==> src/rtl/fetch_pkg.sv <==
// Shared types and constants for the fetch front end. Address width and group
// size come from the INST_ADDR_WIDTH / FETCH_WIDTH macros (defaults 16 / 2).
`ifndef INST_ADDR_WIDTH
`define INST_ADDR_WIDTH 16
`endif
`ifndef FETCH_WIDTH
`define FETCH_WIDTH 2
`endif

package fetch_pkg;
   localparam int ADDR_W      = `INST_ADDR_WIDTH;
   localparam int FW          = `FETCH_WIDTH;
   localparam int FETCH_BYTES = 4 * FW;

   localparam logic [1:0] S_INIT     = 2'd0;
   localparam logic [1:0] S_FETCH    = 2'd1;
   localparam logic [1:0] S_REDIRECT = 2'd2;

   typedef enum logic [1:0] {
      INIT     = S_INIT,
      FETCH    = S_FETCH,
      REDIRECT = S_REDIRECT
   } fetch_state_e;

   typedef struct packed {
      logic [ADDR_W-1:0]       pc;
      logic [FW-1:0][31:0]     inst;
   } fetch_group_t;
endpackage

==> src/rtl/fetch_queue.sv <==
// Circular FIFO of fetch groups. Flush wins over push; storage is not reset,
// only the pointers and occupancy count.
module fetch_queue
   import fetch_pkg::*;
#(
   parameter int DEPTH = 4
) (
   input  logic         clk,
   input  logic         reset,
   input  logic         push,
   input  logic         pop,
   input  logic         flush,
   input  fetch_group_t din,
   output logic         full,
   output logic         empty,
   output fetch_group_t head
);
   localparam int PTR_W = $clog2(DEPTH);

   fetch_group_t     store [DEPTH];
   logic [PTR_W-1:0] rd_ptr_reg;
   logic [PTR_W-1:0] wr_ptr_reg;
   logic [PTR_W:0]   count_reg;
   logic             pop_ok;

   assign full   = (count_reg == (PTR_W+1)'(DEPTH));
   assign empty  = (count_reg == '0);
   assign pop_ok = pop && !empty;
   // When empty the head is pinned to entry 0 so the outputs never float on a stale pointer.
   assign head   = empty ? store[0] : store[rd_ptr_reg];

   always_ff @(posedge clk) begin
      if (push && !flush)
         store[wr_ptr_reg] <= din;
   end

   always_ff @(posedge clk or negedge reset) begin
      if (!reset) begin
         rd_ptr_reg <= '0;
         wr_ptr_reg <= '0;
         count_reg  <= '0;
      end else if (flush) begin
         rd_ptr_reg <= '0;
         wr_ptr_reg <= '0;
         count_reg  <= '0;
      end else begin
         if (push)
            wr_ptr_reg <= wr_ptr_reg + PTR_W'(1);
         if (pop_ok)
            rd_ptr_reg <= rd_ptr_reg + PTR_W'(1);
         unique case ({push, pop_ok})
            2'b10:   count_reg <= count_reg + (PTR_W+1)'(1);
            2'b01:   count_reg <= count_reg - (PTR_W+1)'(1);
            default: count_reg <= count_reg;
         endcase
      end
   end
endmodule

==> src/rtl/fetch_ctrl.sv <==
// Fetch sequencer: PC, INIT/FETCH/REDIRECT FSM and fetch queue. Defining
// FETCH_CTRL_PERF_EN adds saturating perf_groups/perf_stall/perf_redirects.
module fetch_ctrl
   import fetch_pkg::*;
#(
   parameter int                         INST_ADDR_WIDTH = ADDR_W,
   parameter int                         FETCH_WIDTH     = FW,
   parameter int                         QUEUE_DEPTH     = 4,
   parameter logic [INST_ADDR_WIDTH-1:0] RESET_PC        = '0
) (
   input  logic                         clk,
   input  logic                         reset,
   output logic [INST_ADDR_WIDTH-1:0]   mem_pc,
   input  logic [32*FETCH_WIDTH-1:0]    mem_inst,
   input  logic                         redirect_valid,
   input  logic [INST_ADDR_WIDTH-1:0]   redirect_pc,
   output logic                         fq_valid,
   input  logic                         fq_ready,
   output logic [INST_ADDR_WIDTH-1:0]   fq_pc,
   output logic [32*FETCH_WIDTH-1:0]    fq_inst
`ifdef FETCH_CTRL_PERF_EN
   ,
   output logic [31:0]                  perf_groups,
   output logic [31:0]                  perf_stall,
   output logic [31:0]                  perf_redirects
`endif
);
   logic [1:0]                 state_reg, state_next;
   logic [INST_ADDR_WIDTH-1:0] pc_reg, pc_next;
   logic                       push, pop, stall, full, empty;
   fetch_group_t               din, head;

   assign mem_pc   = pc_reg;
   assign fq_valid = !empty;
   assign pop      = !empty && fq_ready;
   // fq_ready only matters here when the queue is full and its head leaves this cycle.
   assign push     = (state_reg == S_FETCH) && !redirect_valid && (!full || pop);
   assign stall    = (state_reg == S_FETCH) && !redirect_valid && full && !pop;
   assign din.pc   = pc_reg;
   assign din.inst = mem_inst;
   assign fq_pc    = head.pc;
   assign fq_inst  = head.inst;

   always_comb begin
      state_next = state_reg;
      pc_next    = pc_reg;
      if (redirect_valid) begin
         state_next = S_REDIRECT;
         pc_next    = redirect_pc & ~INST_ADDR_WIDTH'(3);
      end else begin
         unique case (state_reg)
            S_INIT:     state_next = S_FETCH;
            S_REDIRECT: state_next = S_FETCH;
            S_FETCH:    if (push) pc_next = pc_reg + INST_ADDR_WIDTH'(FETCH_BYTES);
            default:    state_next = S_INIT;
         endcase
      end
   end

   always_ff @(posedge clk or negedge reset) begin
      if (!reset) begin
         state_reg <= S_INIT;
         pc_reg    <= RESET_PC;
      end else begin
         state_reg <= state_next;
         pc_reg    <= pc_next;
      end
   end

   fetch_queue #(.DEPTH(QUEUE_DEPTH)) u_queue (
      .clk   (clk),
      .reset (reset),
      .push  (push),
      .pop   (pop),
      .flush (redirect_valid),
      .din   (din),
      .full  (full),
      .empty (empty),
      .head  (head)
   );

`ifdef FETCH_CTRL_PERF_EN
   always_ff @(posedge clk or negedge reset) begin
      if (!reset) begin
         perf_groups    <= '0;
         perf_stall     <= '0;
         perf_redirects <= '0;
      end else begin
         if (push && (perf_groups != '1))
            perf_groups <= perf_groups + 32'd1;
         if (stall && (perf_stall != '1))
            perf_stall <= perf_stall + 32'd1;
         if (redirect_valid && (perf_redirects != '1))
            perf_redirects <= perf_redirects + 32'd1;
      end
   end
`else
   logic unused_stall;
   assign unused_stall = stall;
`endif
endmodule
==> config.mk <==
export PLATFORM = sky130hd
export DESIGN_NAME = fetch_ctrl
export DESIGN_NICKNAME = d
export VERILOG_FILES = /design/src/rtl/fetch_pkg.sv /design/src/rtl/fetch_queue.sv /design/src/rtl/fetch_ctrl.sv
export SDC_FILE = /design/constraint.sdc
export NUM_CORES = 1
export LEC_CHECK = 0
export CORE_MARGIN = 1.5
export CORE_UTILIZATION = 35
export CTS_BUF_LIST = sky130_fd_sc_hd__clkbuf_4
export CTS_CLUSTER_SIZE = 12
export DETAILED_ROUTE_END_ITERATION = 10
export GPL_TIMING_DRIVEN = 0
export PLACE_DENSITY_LB_ADDON = 0.08
export RECOVER_POWER = 25
export SETUP_SLACK_MARGIN = 0.2
export SLEW_MARGIN = 20
export SYNTH_ARGS = -nofsm -noshare
export SYNTH_HDL_FRONTEND = slang
export SYNTH_SLANG_ARGS = --single-unit
==> constraint.sdc <==
create_clock -name clk -period 3.32 [get_ports clk]
set_clock_uncertainty 0.2 [all_clocks]
set_input_delay 0.664 -clock clk [delete_from_list [all_inputs] [get_ports clk]]
set_output_delay 0.664 -clock clk [all_outputs]
set_load 0.05 [all_outputs]
# Word level (Yosys, flattened, before mapping)
# Memories as Yosys holds them, arrays and structs flattened.
# Index checks and enable logic that the tools add are counted.
[op_classes] n_addsub=5 n_eq_ne=6 mux=14 reduce_logical=17
[ops] operator="2-to-1 mux 80 bit" n=1
[ops] operator="2-to-1 mux 16 bit" n=3
[ops] operator="adder 16 x 4 -> 16 bit, second input constant" n=1
[ops] operator="2-to-1 mux 2 bit" n=5
[ops] operator="case mux 3 bit (2 select lines)" n=1
[ops] operator="nonzero test 2 bit" n=3
[ops] operator="logical AND 1 bit" n=5
[ops] operator="adder 2 x 1 -> 2 bit, second input constant" n=2
[ops] operator="equality test 2 x 1 -> 1 bit, second input constant" n=2
[ops] operator="equality test 2 bit, second input constant" n=2
[ops] operator="case mux 2 bit (2 select lines)" n=1
[ops] operator="adder 3 x 1 -> 3 bit, second input constant" n=1
[ops] operator="equality test 3 bit, second input constant" n=1
[ops] operator="zero test 1 bit" n=3
[ops] operator="zero test 3 bit" n=1
[ops] operator="2-to-1 mux 3 bit" n=1
[ops] operator="nonzero test 3 bit" n=1
[ops] operator="subtractor 3 x 1 -> 3 bit, second input constant" n=1
[ops] operator="zero test 2 bit" n=1
[ops] operator="2-to-1 mux 1 bit" n=2
[ops] operator="!= test 2 bit, second input constant" n=1
[ops] operator="AND reduction 2 bit" n=1
[ops] operator="OR reduction 2 bit" n=1
[ops] operator="logical OR 1 bit" n=1
[totals] reg_bits=25 mem_bits_rw=320 input_bits=84 out_inout_bits=97 elab_cells=48 mem_count=1
[memory_table] memory="u_queue.store" depth=4 width=80 read_ports=2 rd_ports_with_merged_regs=0 wr=1 line_no="fetch_queue.sv:20" source="fetch_group_t store [DEPTH];"

# Depth between registers and ports, before layout
[logic_depth] depth_word=8 mapped_depth=8 ltp_nobuf=7

# Hierarchy
# Synthesis repeated with hierarchy kept, for this count alone.
[unflattened] hier_cells=944 area_unflattened_um2=14352.5
[by_module_without_submodules] module="fetch_queue" instances=1 cells_each=839 area_per_inst_um2=13376.6 seq_area_each_um2=9784.4
[by_module_without_submodules] module="fetch_ctrl" instances=1 cells_each=105 area_per_inst_um2=975.9 seq_area_each_um2=400.4

# Worst setup path after synthesis
# Ideal clock, no wire load.
[synth_timing] path_kind="input port to flip-flop" startpoint="in redirect_valid" endpoint="mem u_queue.store[1][0] (netlist bit), enable pin" setup_ns=0.445 arrival_ns=3.039 t_required_ns=2.675 setup_slack_ns=-0.364 path_stages=3 n_path_buf=1 cell_sequence="clkbuf_1 -> nor3_1 -> and2_1"
[synth_between] elab_chain_cells=6
[synth_rtl] item="start: declaration" line_no="fetch_ctrl.sv:15" source="input logic redirect_valid,"
[synth_rtl] item="zero test 1 bit *" line_no="fetch_queue.sv:33, fetch_ctrl.sv:37"
[synth_rtl] item="logical AND 1 bit"
[synth_rtl] item="logical AND 1 bit" line_no="fetch_ctrl.sv:37" source="assign push = (state_reg == S_FETCH) && !redirect_valid && (!full || pop);"
[synth_rtl] item="logical AND 1 bit *" line_no="fetch_queue.sv:33" source="if (push && !flush)"
[synth_rtl] item="2-to-1 mux 1 bit *" line_no="fetch_queue.sv:33"
[synth_rtl] item="2-to-1 mux 1 bit (not written as such) *" line_no="fetch_queue.sv:34" source="store[wr_ptr_reg] <= din;"
[synth_rtl] item="end: declaration" line_no="fetch_queue.sv:20"
# Every way passes the cells marked *; elsewhere a longest branch is shown, timed or not.

# Worst setup path in the final report
[layout_timing] startpoint="reg u_queue.count_reg[2]" endpoint="out fq_inst[59]"
[layout_between] elab_chain_cells=2
[layout_rtl] item="start: declaration" line_no="fetch_queue.sv:23" source="logic [PTR_W:0] count_reg;"
[layout_rtl] item="start signal: assignment" line_no="fetch_queue.sv:52" source="2'b10: count_reg <= count_reg + (PTR_W+1)'(1);"
[layout_rtl] item="start signal: assignment" line_no="fetch_queue.sv:53" source="2'b01: count_reg <= count_reg - (PTR_W+1)'(1);"
[layout_rtl] item="start signal: assignment" line_no="fetch_queue.sv:54" source="default: count_reg <= count_reg;"
[layout_rtl] item="zero test 3 bit" line_no="fetch_queue.sv:27" source="assign empty = (count_reg == '0);"
[layout_rtl] item="2-to-1 mux 80 bit" line_no="fetch_queue.sv:30" source="assign head = empty ? store[0] : store[rd_ptr_reg];"
[layout_rtl] item="end: declaration" line_no="fetch_ctrl.sv:20" source="output logic [32*FETCH_WIDTH-1:0] fq_inst"
# Every way passes these cells.

==> reports/metrics.cfg <==
[logic_synthesis]
synth_cell_types=42
ys_seq_area_frac=0.7177
synthCells=904
synth_common_cells=312 x edfxtp_1, 80 x nor2b_1, 79 x mux2_2
synth-edff-count=312
syn_area_per_cell_sq_um=15.33
async_flop_share=0.06866
synth_area_sq_um=13860
yosys_warnings=0
synth_top_cell_by_area=edfxtp_1
netlist_top_cells_area=edfxtp_1 68%, mux2_2 6.4%, dfrtp_1 4.2%
yosysTopAreaCellShare=0.6762
ys_dominant_reg_cell=edfxtp_1
synth_most_common_cell=edfxtp_1
ys_seq_elements=335

[clock_tree]
ctsLongestPathBuffers=3
cts_buffers=92
cts_root_buf=clkbuf_4
clk_latency_ps=730
clk_pin_slew_worst_paths_ps=60
clock-sinks=335
htreeDepth=3
cts_tree=built

[power_and_ir_drop]
power.share.clock=0.237
max-vdd-ir-drop_v=0.0003914
comb_power_share=0.446
p_per_area_nw_per_um2=802.0
switchingPower_mw=6.047
seq_power_share=0.317
swShare=0.3964
p_int_mw=9.207
p_leak_nw=6.507

[setup_path]
arrival_ps=2390
cp-end-kind=output pin
path_class=flip-flop to output pin
crit_fanout=10
required_ps=2460
start_kind=flip-flop

[global_routing]
grt.met3_usage=0.04095
grt_pass1_wl_mm=56.79
grt_overflow=0
grt_max_degree=43
grtUsageMet1=0.2490
grtUsageTotal=0.1861
antenna_found_initial=5
grt_pass1_vias=9504
busiest_layer=met2
grtUsageMet2=0.3018

[detailed_routing]
viasPerCell=5.098
initialDrtViolationCount=417
drc_errors=0
detail-route-antenna-nets=0
routed_wl_mm=38.01
wire_per_inst_microns=21.31
num_vias=9094
firstDrtPassIters=5

[job]
max_cap_viol_count=0

[die]
die_h_microns=202.0
die_w_microns=202.0
fp.dieArea_sq_um=40790
initial_utilization=0.3569
coreArea_sq_um=38830
io_pins=181
rows=72

[finish]
finalNetCount=1288
stdcell_count=1784
num-fill-cells=3440
final_design_area_no_fill_sq_um=19020
largest_reg_flops=312
drive_gt1_frac=0.4055
syn2layout_area_growth_pct=37.28

[timing]
rsz0062_at_grt=true
slew_viol_final=0
max_slew_margin=0.5166
period_needed_ps=3257
worst_slew_pin_slew_ps=725.1
max_freq_mhz=307.0
hold_violations=0
holdWs_ps=255.8
period_share=0.9810
setup_violations=0
finalSetupTns_ps=0

[placed_design]
io_buffers=174
placed_cell_area_sq_um=16470
post-dp-hpwl_mm=22.63
place.gp.congestion=0.7215
dp.cells=1606

[run_status]
status=complete, no violations

[worst_hold_path]
hold_class=primary input to asynchronous set/reset pin

## metrics by stage
step | power (mW) | util | worst slack [ps]
after floorplan | 8.363 | - | 355.3
after global placement | 10.42 | 0.4197 | -1386
after detailed placement | 10.44 | 0.4241 | -988.9
after CTS | 15.13 | 0.4772 | -32.55
after global routing | 15.99 | 0.4899 | -89.18
final | 15.25 | 0.4899 | 62.92
## layout make-up
| class | count | area [sq um] | area share |
|---|---|---|---|
| Sequential cell | 335 | 9948 | 0.5230 |
| Clock buffer | 138 | 1036 | 0.05447 |
| Timing Repair Buffer | 196 | 2190 | 0.1151 |
| Antenna cell | 1 | 2.502 | 0.0001316 |
| Buffer | 69 | 730.7 | 0.03842 |
| Multi-Input combinational cell | 500 | 4330 | 0.2277 |
| Clock inverter | 23 | 112.6 | 0.005920 |
| Inverter | 4 | 22.52 | 0.001184 |
| Tap cell | 518 | 648.1 | 0.03407 |
## cells in the final DEF (no fill, tap or decap), drive strengths merged, types with 6 or more instances in the layout
cell type	count
clkinv	18
inv	8
dfrtp	23
a22oi	76
mux2	80
dlygate4sd3	47
clkbuf	181
a31oi	77
nor2b	80
xnor2	11
clkdlybuf4s50	38
buf	126
dlymetal6s2s	10
nor2	9
mux2i	6
o21ai	89
edfxtp	312
nand3	6
nor3	6
nand2	16
## worst max-delay path: stages (launching register included)
cell	delay [ps]
dfrtp_2	450
o31a_4	440
buf_12	170
buf_12	150
a22oi_1	140
o21ai_1	110
buf_6	190
## path summary, 6_finish.rpt
kind | start | endpoint | slack [ps] | depth (start not counted)
min reg2reg | state_reg[1]$_DFFE_PN0P_ | state_reg[0]$_DFFE_PN0P_ | 270 | 1
min in group clk | state_reg[1]$_DFFE_PN0P_ | state_reg[0]$_DFFE_PN0P_ | 270 | 1
max in group asynchronous | reset | u_queue.count_reg[0]$_DFFE_PN0P_ | 2240 | 2
min | reset | mem_pc[2]$_DFFE_PN0P_ | 260 | 2
max | u_queue.count_reg[2]$_DFFE_PN0P_ | fq_inst[59] | 60 | 6
max reg2reg | u_queue.count_reg[2]$_DFFE_PN0P_ | u_queue.count_reg[2]$_DFFE_PN0P_ | 580 | 10
## power by group through the flow
stage / clock, mW / combinational (mW) / sequential (mW)
after floorplan: 0 / 3.39 / 4.98
after global routing: 3.97 / 7.16 / 4.86
after detailed placement: 0 / 5.50 / 4.94
after global placement: 0 / 5.48 / 4.95
after CTS: 3.75 / 6.55 / 4.84
final: 3.61 / 6.80 / 4.84
## timing repair
item                                    CTS  global route
endpoints found under the hold margin    23             0
hold buffers                              1             0
resized for setup                       739           102
setup buffers                            11             1
endpoints found under the setup margin   82           126
gates cloned                              2             1
pin swaps                                26             9
## metal layers
metal	wire length [microns]	up-vias
li1	-	4195
met1	17140	4588
met2	18410	244
met3	1715	65
met4	731	2
met5	13	-
## kinds of logic (layout without fill, tap and decap cells)
group,count (synthesis),after routing,share of synthesized area
fa+ha+maj,6,6,0.005960
flops,335,335,0.7177
buf+inv,73,430,0.02276
simple gates,139,140,0.06186
mux,86,86,0.06962
other cells,1,5,0.0002706
compound gates,250,250,0.1130
xor+xnor,14,14,0.008850
Power figures use the tool's default switching activity.
